**config.mk**
```make
export PLATFORM = sky130hd
export DESIGN_NAME = csa11_accum
export DESIGN_NICKNAME = d
export VERILOG_FILES = /design/src/rtl/csa11_accum.sv
export SDC_FILE = /design/constraint.sdc
export NUM_CORES = 1
export LEC_CHECK = 0
export CAP_MARGIN = 10
export CORE_UTILIZATION = 39
export DETAILED_ROUTE_END_ITERATION = 8
export PLACE_DENSITY_LB_ADDON = 0.12
export SLEW_MARGIN = 20
export SYNTH_ARGS = -nofsm -noshare
export SYNTH_HDL_FRONTEND = slang
export SYNTH_SLANG_ARGS = --single-unit
export TNS_END_PERCENT = 100
```
**constraint.sdc**
```tcl
create_clock -name clk -period 3.96 [get_ports clk]
set_input_delay 0.396 -clock clk [delete_from_list [all_inputs] [get_ports clk]]
set_output_delay 0.396 -clock clk [all_outputs]
set_load 0.02 [all_outputs]
```
**src/rtl/csa11_accum.sv**
```systemverilog
//==============================================================================
// Module      : csa11_accum
// Description : Sequential accumulation stage around an 11-bit carry-select
//               adder. Takes NUM_OPS unsigned 11-bit operands over a
//               valid/ready handshake, folds each into an accumulator through
//               a single CSA11 (accumulator on the feedback path) and presents
//               the sum plus a sticky carry-out flag on a valid/ready result
//               port.
//
// Ports       : clk        in   1   rising-edge clock
//               rst_n      in   1   synchronous active-low reset
//               start      in   1   begin a transaction (sampled in IDLE only)
//               op_valid   in   1   operand valid
//               op_data    in  11   operand, unsigned
//               op_ready   out  1   operand accepted this cycle
//               res_valid  out  1   result available
//               res_ready  in   1   downstream accepts result
//               res_sum    out 11   accumulated sum
//               res_ovf    out  1   sticky: some addition produced a carry-out
//               busy       out  1   high in ACCUM and DONE
//
// Config      : `define CSA11_ACCUM_SATURATE_EN to clamp the accumulator at
//               0x7FF on carry-out instead of wrapping modulo 2048.
//
// Revision    : 1.0 - initial release
//==============================================================================
`default_nettype none

//------------------------------------------------------------------------------
// csa11_rca : W-bit ripple-carry segment used as a building block of CSA11.
//------------------------------------------------------------------------------
module csa11_rca #(
    parameter int W = 4
) (
    input  logic [W-1:0] a_i,
    input  logic [W-1:0] b_i,
    input  logic         c_i,
    output logic [W-1:0] s_o,
    output logic         c_o
);

    logic [W:0] w_c;

    assign w_c[0] = c_i;

    generate
        for (genvar gi = 0; gi < W; gi++) begin : g_fa
            assign s_o[gi]   = a_i[gi] ^ b_i[gi] ^ w_c[gi];
            assign w_c[gi+1] = (a_i[gi] & b_i[gi]) | (w_c[gi] & (a_i[gi] ^ b_i[gi]));
        end
    endgenerate

    assign c_o = w_c[W];

endmodule

//------------------------------------------------------------------------------
// csa11 : 11-bit carry-select adder. Low nibble ripples directly; the middle
// nibble and top 3 bits are each computed for both carry-in values and the
// real carry picks the right copy.
//------------------------------------------------------------------------------
module csa11 (
    input  logic [10:0] a11,
    input  logic [10:0] b11,
    input  logic        in11,
    output logic [10:0] s11,
    output logic        co11
);

    logic [3:0] w_s_lo;
    logic       w_c_lo;
    logic [3:0] w_s_mid0, w_s_mid1;
    logic       w_c_mid0, w_c_mid1;
    logic [2:0] w_s_hi0, w_s_hi1;
    logic       w_c_hi0, w_c_hi1;
    logic       w_c_mid;

    csa11_rca #(.W(4)) u_lo (
        .a_i(a11[3:0]), .b_i(b11[3:0]), .c_i(in11),
        .s_o(w_s_lo),   .c_o(w_c_lo)
    );

    csa11_rca #(.W(4)) u_mid0 (
        .a_i(a11[7:4]), .b_i(b11[7:4]), .c_i(1'b0),
        .s_o(w_s_mid0), .c_o(w_c_mid0)
    );

    csa11_rca #(.W(4)) u_mid1 (
        .a_i(a11[7:4]), .b_i(b11[7:4]), .c_i(1'b1),
        .s_o(w_s_mid1), .c_o(w_c_mid1)
    );

    csa11_rca #(.W(3)) u_hi0 (
        .a_i(a11[10:8]), .b_i(b11[10:8]), .c_i(1'b0),
        .s_o(w_s_hi0),   .c_o(w_c_hi0)
    );

    csa11_rca #(.W(3)) u_hi1 (
        .a_i(a11[10:8]), .b_i(b11[10:8]), .c_i(1'b1),
        .s_o(w_s_hi1),   .c_o(w_c_hi1)
    );

    assign w_c_mid = w_c_lo ? w_c_mid1 : w_c_mid0;

    assign s11[3:0]  = w_s_lo;
    assign s11[7:4]  = w_c_lo  ? w_s_mid1 : w_s_mid0;
    assign s11[10:8] = w_c_mid ? w_s_hi1  : w_s_hi0;
    assign co11      = w_c_mid ? w_c_hi1  : w_c_hi0;

endmodule

//------------------------------------------------------------------------------
// csa11_accum : top level
//------------------------------------------------------------------------------
module csa11_accum #(
    parameter int NUM_OPS = 4
) (
    input  logic        clk,
    input  logic        rst_n,
    input  logic        start,
    input  logic        op_valid,
    input  logic [10:0] op_data,
    output logic        op_ready,
    output logic        res_valid,
    input  logic        res_ready,
    output logic [10:0] res_sum,
    output logic        res_ovf,
    output logic        busy
);

    localparam logic [7:0]  C_LAST_CNT = 8'(NUM_OPS - 1);
    localparam logic [10:0] C_ACC_MAX  = 11'h7FF;

    typedef enum logic [1:0] {
        S_IDLE  = 2'd0,
        S_ACCUM = 2'd1,
        S_DONE  = 2'd2
    } state_t;

    state_t      state_q;
    logic [10:0] acc_q;
    logic [10:0] acc_d;
    logic        ovf_q;
    logic [7:0]  cnt_q;
    logic        op_ready_q;
    logic        res_valid_q;
    logic        busy_q;

    logic [10:0] w_s11;
    logic        w_co11;
    logic        w_accept;

    // Adder sits on the accumulator feedback path; its outputs only reach
    // the ports through acc_q/ovf_q.
    csa11 u_csa11 (
        .a11  (acc_q),
        .b11  (op_data),
        .in11 (1'b0),
        .s11  (w_s11),
        .co11 (w_co11)
    );

    // op_ready_q is high exactly when the state is ACCUM.
    assign w_accept = op_valid & op_ready_q;

    always_comb begin
        acc_d = w_s11;
`ifdef CSA11_ACCUM_SATURATE_EN
        // Clamp on carry-out. A saturated accumulator stays at max because
        // any non-zero operand carries out again and zero leaves it alone.
        if (w_co11) begin
            acc_d = C_ACC_MAX;
        end
`endif
    end

    always_ff @(posedge clk) begin
        if (!rst_n) begin
            state_q     <= S_IDLE;
            acc_q       <= '0;
            ovf_q       <= 1'b0;
            cnt_q       <= '0;
            op_ready_q  <= 1'b0;
            res_valid_q <= 1'b0;
            busy_q      <= 1'b0;
        end else begin
            case (state_q)
                S_IDLE: begin
                    if (start) begin
                        acc_q      <= '0;
                        ovf_q      <= 1'b0;
                        cnt_q      <= '0;
                        state_q    <= S_ACCUM;
                        op_ready_q <= 1'b1;
                        busy_q     <= 1'b1;
                    end
                end

                S_ACCUM: begin
                    if (w_accept) begin
                        acc_q <= acc_d;
                        ovf_q <= ovf_q | w_co11;
                        if (cnt_q == C_LAST_CNT) begin
                            // Wrap the counter here so it never exceeds
                            // NUM_OPS-1.
                            cnt_q       <= '0;
                            state_q     <= S_DONE;
                            op_ready_q  <= 1'b0;
                            res_valid_q <= 1'b1;
                        end else begin
                            cnt_q <= cnt_q + 8'd1;
                        end
                    end
                end

                S_DONE: begin
                    if (res_ready) begin
                        state_q     <= S_IDLE;
                        res_valid_q <= 1'b0;
                        busy_q      <= 1'b0;
                    end
                end

                default: begin
                    state_q     <= S_IDLE;
                    op_ready_q  <= 1'b0;
                    res_valid_q <= 1'b0;
                    busy_q      <= 1'b0;
                end
            endcase
        end
    end

    assign op_ready  = op_ready_q;
    assign res_valid = res_valid_q;
    assign busy      = busy_q;
    assign res_sum   = acc_q;
    assign res_ovf   = ovf_q;

endmodule

`default_nettype wire

```
# Word level (Yosys, flattened, before mapping)
# Cells that the tools add are included.
[totals] input_bits=16 elab_cells=120 output_inout_bits=15 reg_bits=25
[classes] bitwise_logic=70 mux=28 addsub=1 n_reduce_logical=7 n_eq_ne=7
[op_table] cell="1-bit bitwise AND" count=25
[op_table] cell="8-bit 2-to-1 mux" count=3
[op_table] cell="1-bit bitwise XOR" count=24
[op_table] cell="11-bit 2-to-1 mux" count=2
[op_table] cell="11-bit case mux with 2 select lines" count=1
[op_table] cell="1-bit OR" count=16
[op_table] cell="8-bit case mux with 2 select lines" count=1
[op_table] cell="4-bit AND reduction" count=3
[op_table] cell="1-bit 2-to-1 mux" count=10
[op_table] cell="1-bit case mux with 3 select lines" count=3
[op_table] cell="8-bit by 1-bit adder with 8-bit output (second input constant)" count=1
[op_table] cell="8-bit by 2-bit == test with 1-bit output (second input constant)" count=1
[op_table] cell="2-bit 2-to-1 mux" count=4
[op_table] cell="2-bit inequality test (second input constant)" count=4
[op_table] cell="2-bit case mux with 3 select lines" count=1
[op_table] cell="3-bit AND reduction" count=2
[op_table] cell="1-bit inverter" count=5
[op_table] cell="4-bit 2-to-1 mux" count=1
[op_table] cell="3-bit 2-to-1 mux" count=1
[op_table] cell="2-bit by 1-bit == test with 1-bit output (second input constant)" count=1
[op_table] cell="2-bit == test (second input constant)" count=1
[op_table] cell="2-bit zero test" count=1
[op_table] cell="1-bit case mux with 2 select lines" count=1
[op_table] cell="2-bit nonzero test" count=1

# Depth between registers and ports, before layout
# Gate-level depths: netlist of run 1.
[depth] word_depth=13 depth_mapped=17 depth_no_buf=17

# By module
# From an unflattened synthesis of run 1, not the netlist that was laid out.
[unflattened] hier_cells=201 area_unflattened_um2=1736.7
[modules_own_cells] module="csa11_accum" area_per_inst_um2=1081.0 cells_each=122 instances=1 seq_area_each_um2=500.5
[modules_own_cells] module="csa11_rca at u_csa11.u_lo ..." area_per_inst_um2=117.6 cells_each=14 instances=3 seq_area_each_um2=0.0
[modules_own_cells] module="csa11_rca at u_csa11.u_hi0 ..." area_per_inst_um2=97.6 cells_each=13 instances=2 seq_area_each_um2=0.0
[modules_own_cells] module="csa11" area_per_inst_um2=107.6 cells_each=11 instances=1 seq_area_each_um2=0.0

# Worst setup path before layout of run 1
# No wires, ideal clock.
[synth_timing] kind="register to register" from="register acc_q[0] (netlist: res_sum[0])" to="register acc_q[10] (netlist: res_sum[10])" t_required_ns=3.884 n_path_buf=0 synth_period_minus_slack_ns=3.957 setup_time_ns=0.076 path_stages_with_launch=17 slack_ns=0.003 arrival_time_ns=3.881 path_cell_list="dfxtp_1 -> ha_1 -> inv_1 -> fa_1 -> fa_1 -> inv_1 -> fa_1 -> mux2i_1 -> fa_1 -> fa_1 -> inv_1 -> fa_1 -> a21oi_1 -> fa_1 -> fa_1 -> nand3_1 -> a21boi_0"
[synth_via] elab_chain_cells=11
[synth_lines] element="start: declaration" line="141" text="logic [10:0] acc_q;"
[synth_lines] element="start signal: assignment" line="180" text="acc_q <= '0;"
[synth_lines] element="start signal: assignment" line="190" text="acc_q <= '0;"
[synth_lines] element="start signal: assignment" line="201" text="acc_q <= acc_d;"
[synth_lines] element="1-bit bitwise AND (2 in a row)" line="49" text="assign w_c[gi+1] = (a_i[gi] & b_i[gi]) | (w_c[gi] & (a_i[gi] ^ b_i[gi]));"
[synth_lines] element="1-bit OR" line="49"
[synth_lines] element="1-bit bitwise AND" line="49"
[synth_lines] element="1-bit OR" line="49"
[synth_lines] element="1-bit bitwise AND" line="49"
[synth_lines] element="1-bit OR" line="49"
[synth_lines] element="1-bit 2-to-1 mux" line="103" text="assign w_c_mid = w_c_lo ? w_c_mid1 : w_c_mid0;"
[synth_lines] element="3-bit 2-to-1 mux" line="107" text="assign s11[10:8] = w_c_mid ? w_s_hi1 : w_s_hi0;"
[synth_lines] element="11-bit 2-to-1 mux" line="200" text="if (w_accept) begin"
[synth_lines] element="11-bit case mux with 2 select lines" line="187" text="case (state_q)"
# No other way between the ends. The select of a mux whose other input is x is not followed.
# A chain may end at the register's enable or synchronous reset.

# Worst setup path in the final report of run 1
[layout_timing] from="input op_data[0]" to="register acc_q[10] (netlist: res_sum[10])"
[layout_via] elab_chain_cells=11
[layout_lines] element="start: declaration" line="122" text="input logic [10:0] op_data,"
[layout_lines] element="1-bit bitwise AND (2 in a row)" line="49"
[layout_lines] element="1-bit OR" line="49"
[layout_lines] element="1-bit bitwise AND" line="49"
[layout_lines] element="1-bit OR" line="49"
[layout_lines] element="1-bit bitwise AND" line="49"
[layout_lines] element="1-bit OR" line="49"
[layout_lines] element="1-bit 2-to-1 mux" line="103"
[layout_lines] element="3-bit 2-to-1 mux" line="107"
[layout_lines] element="11-bit 2-to-1 mux" line="200"
[layout_lines] element="11-bit case mux with 2 select lines" line="187"
# No other way between the ends. The select of a mux whose other input is x is not followed.

==> results of run 1 <==
-- layer usage --
metal	global-route usage (%)	part of all wire [%]	up-vias
li1	-	-	564
met1	22.53	52	505
met2	23.63	43	31
met3	2.206	3.3	4
met4	7.558	1.8	0
met5	0	0	-
-- sequential cells by signal (all words and copies together) (netlist names) --
signal,flops
res_valid,1
op_ready,1
res_ovf,1
cnt_q,8
state_q,2
res_sum,11
busy,1
-- cell usage in the layout (no fill, tap or decap), types with 7 or more instances in the layout --
master	instances
dfxtp_1	25
fa_2	7
nor2_1	13
nand3_1	7
clkdlybuf4s50_1	30
xor2_1	8
nand2_1	12
inv_1	14
a21boi_0	8
-- worst min-delay path by stage --
stage	slack, ps	depth (start not counted)	end	startpoint
4_1_cts	490	2	cnt_q[1]	cnt_q[1]
3_5_place_dp	470	2	cnt_q[1]	cnt_q[1]
5_1_grt	530	2	cnt_q[1]	cnt_q[1]
6_report	490	2	res_valid	res_valid
2_1_floorplan	450	2	cnt_q[1]	cnt_q[1]
3_3_place_gp	460	2	cnt_q[1]	cnt_q[1]
-- report_power, final --
| group | internal [uW] | switching [uW] | leakage [uW] | total, uW |
|---|---|---|---|---|
| clock network | 38.8 | 86.4 | 0.0000139 | 125 |
| registers | 260 | 8.25 | 0.000203 | 269 |
| logic | 50.2 | 51.9 | 0.000464 | 102 |
-- critical path, stage by stage --
cell,delay [ps]
clkdlybuf4s50_1,460
ha_1,140
inv_1,50
fa_2,330
fa_2,340
inv_2,60
fa_2,210
mux2i_2,230
fa_2,230
fa_2,190
inv_2,40
fa_2,350
nor2_1,110
a21oi_1,60
fa_2,340
fa_1,480
nand3_1,60
a21boi_1,150
-- cell type report --
class                           count  share of cell area (%)
Multi-Input combinational cell    106                   46.07
Sequential cell                    25                   27.80
Timing Repair Buffer               33                   17.93
Inverter                           16                   3.336
Tap cell                           46                   3.197
Clock buffer                        3                   1.251
Clock inverter                      1                  0.4170
-- kinds of logic (layout without fill, tap and decap cells) --
logic type,Yosys count,after routing,synth area share [%]
buffers and inverters,22,53,7.535
flip-flops,25,25,35.46
AND/OR/NAND/NOR,52,52,18.79
AO/OA/AOI/OAI,26,26,12.41
adder cells (fa/ha/maj),14,14,16.67
XOR/XNOR,9,9,5.585
multiplexers,5,5,3.546
-- stage by stage --
step / setup TNS [ps] / setup slack, ps / utilization (%)
final: 0 / 40.69 / 53.12
after global routing: -102.0 / -102.0 / 53.12
after CTS: -21.35 / -21.35 / 52.93
after detailed placement: -1055 / -492.5 / 51.50
after global placement: -837.3 / -416.9 / 51.50
after floorplan: 0 / 2.990 / -
-- cells in the mapped netlist --
library cell / count / area share (%)
dfxtp_1: 25 / 35
inv_1: 16 / 4.3
nor2_1: 13 / 3.5
nand2_1: 12 / 3.2
a21boi_0: 9 / 4.8
fa_1: 8 / 11
xor2_1: 8 / 5.0
nand3_1: 7 / 2.5
a21oi_1: 6 / 2.1
ha_1: 6 / 5.3
nor2b_1: 6 / 2.7
mux2i_1: 5 / 3.5
buf_6: 3 / 2.4
o211ai_1: 3 / 1.6
and2_1: 2 / 0.89
clkbuf_1: 2 / 0.53
nand2b_1: 2 / 0.89
nor3b_1: 2 / 1.1
o2111ai_1: 2 / 1.2
o21ai_0: 2 / 0.71
a31oi_1: 1 / 0.44
and2b_1: 1 / 0.53
and3_1: 1 / 0.44
and4_1: 1 / 0.62
and4b_1: 1 / 0.71
buf_2: 1 / 0.35
nor2_2: 1 / 0.44
nor3_1: 1 / 0.35
nor4b_1: 1 / 0.62
o21a_1: 1 / 0.53
o21ai_1: 1 / 0.35
o31a_1: 1 / 0.62
or2_1: 1 / 0.44
xnor2_1: 1 / 0.62
-- timing repair --
action / in CTS / in global routing
pin swaps: 4 / 5
endpoints found under the hold margin: 0 / 0
resized for setup: 10 / 2
endpoints found under the setup margin: 2 / 2
==> results.cfg, run 1 <==
[timing]
rsz0062_at_grt = yes
worstMarginPinSlew_ps = 572.1
max_slew_margin_pct = 61.86
finalCritPeriodShare_pct = 98.97
fmax_mhz = 255.1
final_max_slew_viol_count = 0
whs_ps = 490.9
finalCriticalPeriod_ps = 3919
final-setup-viol-count = 0
hold_viol = 0
finalClockSkew_ps = 5.453

[final_layout]
final_layout_size_suffix_gt1_share_pct = 10.33
area_delta_synth_final_pct = 27.57
finalInstanceArea_um2 = 1800
layout.cells.non_filler = 230
n_antenna_cell = 0
fin_nets = 215
n_fill_cell = 330
multiInputGateArea_um2 = 829.5
regArea_um2 = 500.5

[clock_tree]
ctsHoldBuffers = 0
clock_sinks = 25
h-tree-depth = 1
cts_tree = done
numCtsBuffers = 3
clockBufferDepth = 2
insertion_delay_ps = 330
cts-root-buf = clkbuf_4
clk_pin_slew_ps = 150
post-cts-setup-buffers = 0

[die]
die_y_um = 62.16
coreArea_um2 = 3390
die_w_um = 62.16
ioPinCount = 31
die-area_um2 = 3863
rows = 21
start_util_pct = 41.64

[worst_setup_path]
path_class = in2reg
rr_worst_depth = 17
arrival_ps = 4200
crit-reg2reg-launch = res_sum[0]
regToRegSetupSlack_ps = 170
endpoint = res_sum[10]
end_kind = flop
cp_max_fo = 3
crit_required_ps = 4240
cp-start-kind = primary input
r2r-end = res_sum[10]
startpoint = op_data[0]

[power_and_ir_drop]
total_power_uw = 496.1
p_per_area_nw_per_um2 = 275.5
vdd_drop_max_mv = 0.1026
p_leak_uw = 0.0006806

[synth]
syn_avg_cell_area_um2 = 9.225
synth-warning-count = 0
netlist_area_um2 = 1411
syn_inst = 153
synth_seq_cells = 25
ys_types = 34
seq_area_frac_synth_pct = 35.46
synth_fp_nets = 183

[grt]
grt_max_degree = 19
grt_usage_pct = 15.87
grt_pass1_wl_um = 4885
grt_pass1_vias = 1092
antenna_found_initial = 0
grt_overflow_total = 0

[placed_design]
place_congestion = 0.7558
placement.io_buffers = 30
place_inst = 226
placed_area_um2 = 1745
dp_hpwl_um = 1998

[min_path]
hp-class = reg2reg

[drt]
wl_per_cell_um = 12.08
drcViolationCount = 0
drt_wl_total_um = 2778
num_vias = 1104
via_per_inst = 4.800
first_pass_iters = 4
antenna_left = 0
drt_iter0_drc = 35

[outcome]
status = complete, no violations

[flow_run]
maxCapViolations = 0
Note: power is estimated with default switching activity, not from simulation.
==> run 2, diff against run 1 <==
--- a/config.mk
+++ b/config.mk
@@ -6,7 +6,8 @@
 export NUM_CORES = 1
 export LEC_CHECK = 0
 export CAP_MARGIN = 10
-export CORE_UTILIZATION = 39
+export CORE_UTILIZATION = 45
+export CTS_CLUSTER_SIZE = 25
 export DETAILED_ROUTE_END_ITERATION = 8
 export PLACE_DENSITY_LB_ADDON = 0.12
 export SLEW_MARGIN = 20
==> run 2 against run 1 <==
The flow now finishes with violations (DRC). Die area is 13% lower. Clock skew down 2.6 ps. Largest cell class unchanged. Cell count is 6.1% lower. Final area decreased by 0.97%. Sequential power is essentially flat. Highest routed layer unchanged. Clock power shrank 3%. Total power shrank 0.86%. Via count grew 3.1%. Hold slack improved by 3.8 ps. Sequential share of layout area rose by 0.27 points.
==> results.cfg, run 2 (synthesis results as in run 1) <==
[clock_tree]
clockBufferDepth = 2
clock_sinks = 25
cts-root-buf = clkbuf_4
h-tree-depth = 1
numCtsBuffers = 3
cts_tree = done
insertion_delay_ps = 330
ctsHoldBuffers = 0
clk_pin_slew_ps = 140

[timing]
setup_ws_ps = 54.13
finalClockSkew_ps = 2.840
final_max_slew_viol_count = 0
max_slew_margin_pct = 61.74
finalCriticalPeriod_ps = 3906
final-setup-viol-count = 0
fmax_mhz = 256.0
rsz0062_at_grt = yes
finalCritPeriodShare_pct = 98.63
worstMarginPinSlew_ps = 573.9
hold_viol = 0

[drt]
wl_per_cell_um = 12.61
first_pass_iters = 6
via_per_inst = 5.269
drt_iter0_drc = 44
antenna_left = 0
num_vias = 1138
drcViolationCount = 3
drt_wl_total_um = 2724

[grt]
grt_pass1_wl_um = 4809
grt_overflow_total = 0
grt_usage_pct = 18.62
grt_max_degree = 19
grt_pass1_vias = 1104
antenna_found_initial = 0

[placed_design]
placement.io_buffers = 30
dp_hpwl_um = 1978
dp_slack_ps = -551.9
place_congestion = 0.8143
placed_area_um2 = 1727

[worst_setup_path]
arrival_ps = 4180
end_kind = flop
path_class = in2reg
regToRegSetupSlack_ps = 170
cp-start-kind = primary input
crit_required_ps = 4240
cp_max_fo = 3

[power_and_ir_drop]
p_per_area_nw_per_um2 = 275.9
vdd_drop_max_mv = 0.2116
p_leak_uw = 0.0006875

[die]
die_w_um = 58.01
coreArea_um2 = 2853
start_util_pct = 49.47
ioPinCount = 31
die_y_um = 58.01
rows = 19
die-area_um2 = 3365

[min_path]
hp-class = reg2reg

[final_layout]
layout_commonest_cell = clkdlybuf4s50_1
regArea_um2 = 500.5
layout_common_cells = clkdlybuf4s50_1 (30), dfxtp_1 (25), inv_1 (15)
n_fill_cell = 250
multiInputGateArea_um2 = 823.3
fin_nets = 216
finalInstanceArea_um2 = 1783
area_delta_synth_final_pct = 26.33
final_layout_size_suffix_gt1_share_pct = 9.189
n_antenna_cell = 0
largest_reg_flops = 11

[outcome]
status = finished, violations left
violations = DRC

[flow_run]
maxCapViolations = 0
==> run 2: cell count changes in the layout (fill, tap and decap cells not counted) <==
cell and delta:
buf_4 +1, fa_1 +1, mux2i_2 -1, mux2i_1 +1, inv_2 -1, inv_1 +1, fa_2 -1
==> run 2: layer usage <==
metal / GRT usage (%) / vias to the layer above / part of all wire (%)
met4: 7.143 / 0 / 1.6
met2: 31.69 / 31 / 47
met1: 23.93 / 534 / 46
li1: - / 568 / -
met3: 2.679 / 5 / 5.0
met5: 0 / - / 0
==> run 2: what timing repair did <==
item / CTS / global route
endpoints found under the setup margin: 2 / 2
gates resized for setup: 8 / 1
buffers inserted: 1 / 0
pin swaps: 2 / 0
==> run 2: final timing paths <==
path | startpoint | endpoint | cells past startpoint
max reg2reg | res_sum[0] | res_sum[10] | 16
min reg2reg | res_valid | res_valid | 2
min | res_valid | res_valid | 2
max | op_data[0] | res_sum[10] | 17
==> run 2: final cells by class <==
type | count | share of cell area, %
multi-input cells | 106 | 46.18
well taps | 31 | 2.175
clock inverters | 1 | 0.4211
inverters | 16 | 3.368
clock buffers | 3 | 1.263
repair buffers | 34 | 18.53
flip-flops and latches | 25 | 28.07
==> run 2: per-stage QoR <==
stage                     setup TNS [ps]  instances  hold slack (ps)  util (%)  total power, uW
after floorplan                        0        153            448.4         -            335.1
after global placement            -809.8        211            454.9     60.53            372.0
after detailed placement           -1106        211            471.3     60.53            374.7
after CTS                              0        216            501.8     62.37            497.2
after global routing              -201.4        216            537.5     62.50            521.8
final                                  0        216            494.7     62.50            491.8
==> run 2: critical path, stage by stage <==
cell and delay, ps:
clkdlybuf4s50_1 460, ha_1 140, inv_1 50, fa_2 330
fa_2 340, inv_2 70, fa_2 210, mux2i_1 90
fa_2 350, fa_1 360, inv_1 80, fa_2 200
a21oi_1 80, fa_2 340, fa_1 480, nand3_1 60
a21boi_1 140
==> run 2: power breakdown <==
part / switching (uW) / internal (uW)
Sequential: 8.52 / 260
Clock: 82.2 / 38.7
Combinational: 51.4 / 50.5
Total: 142 / 350
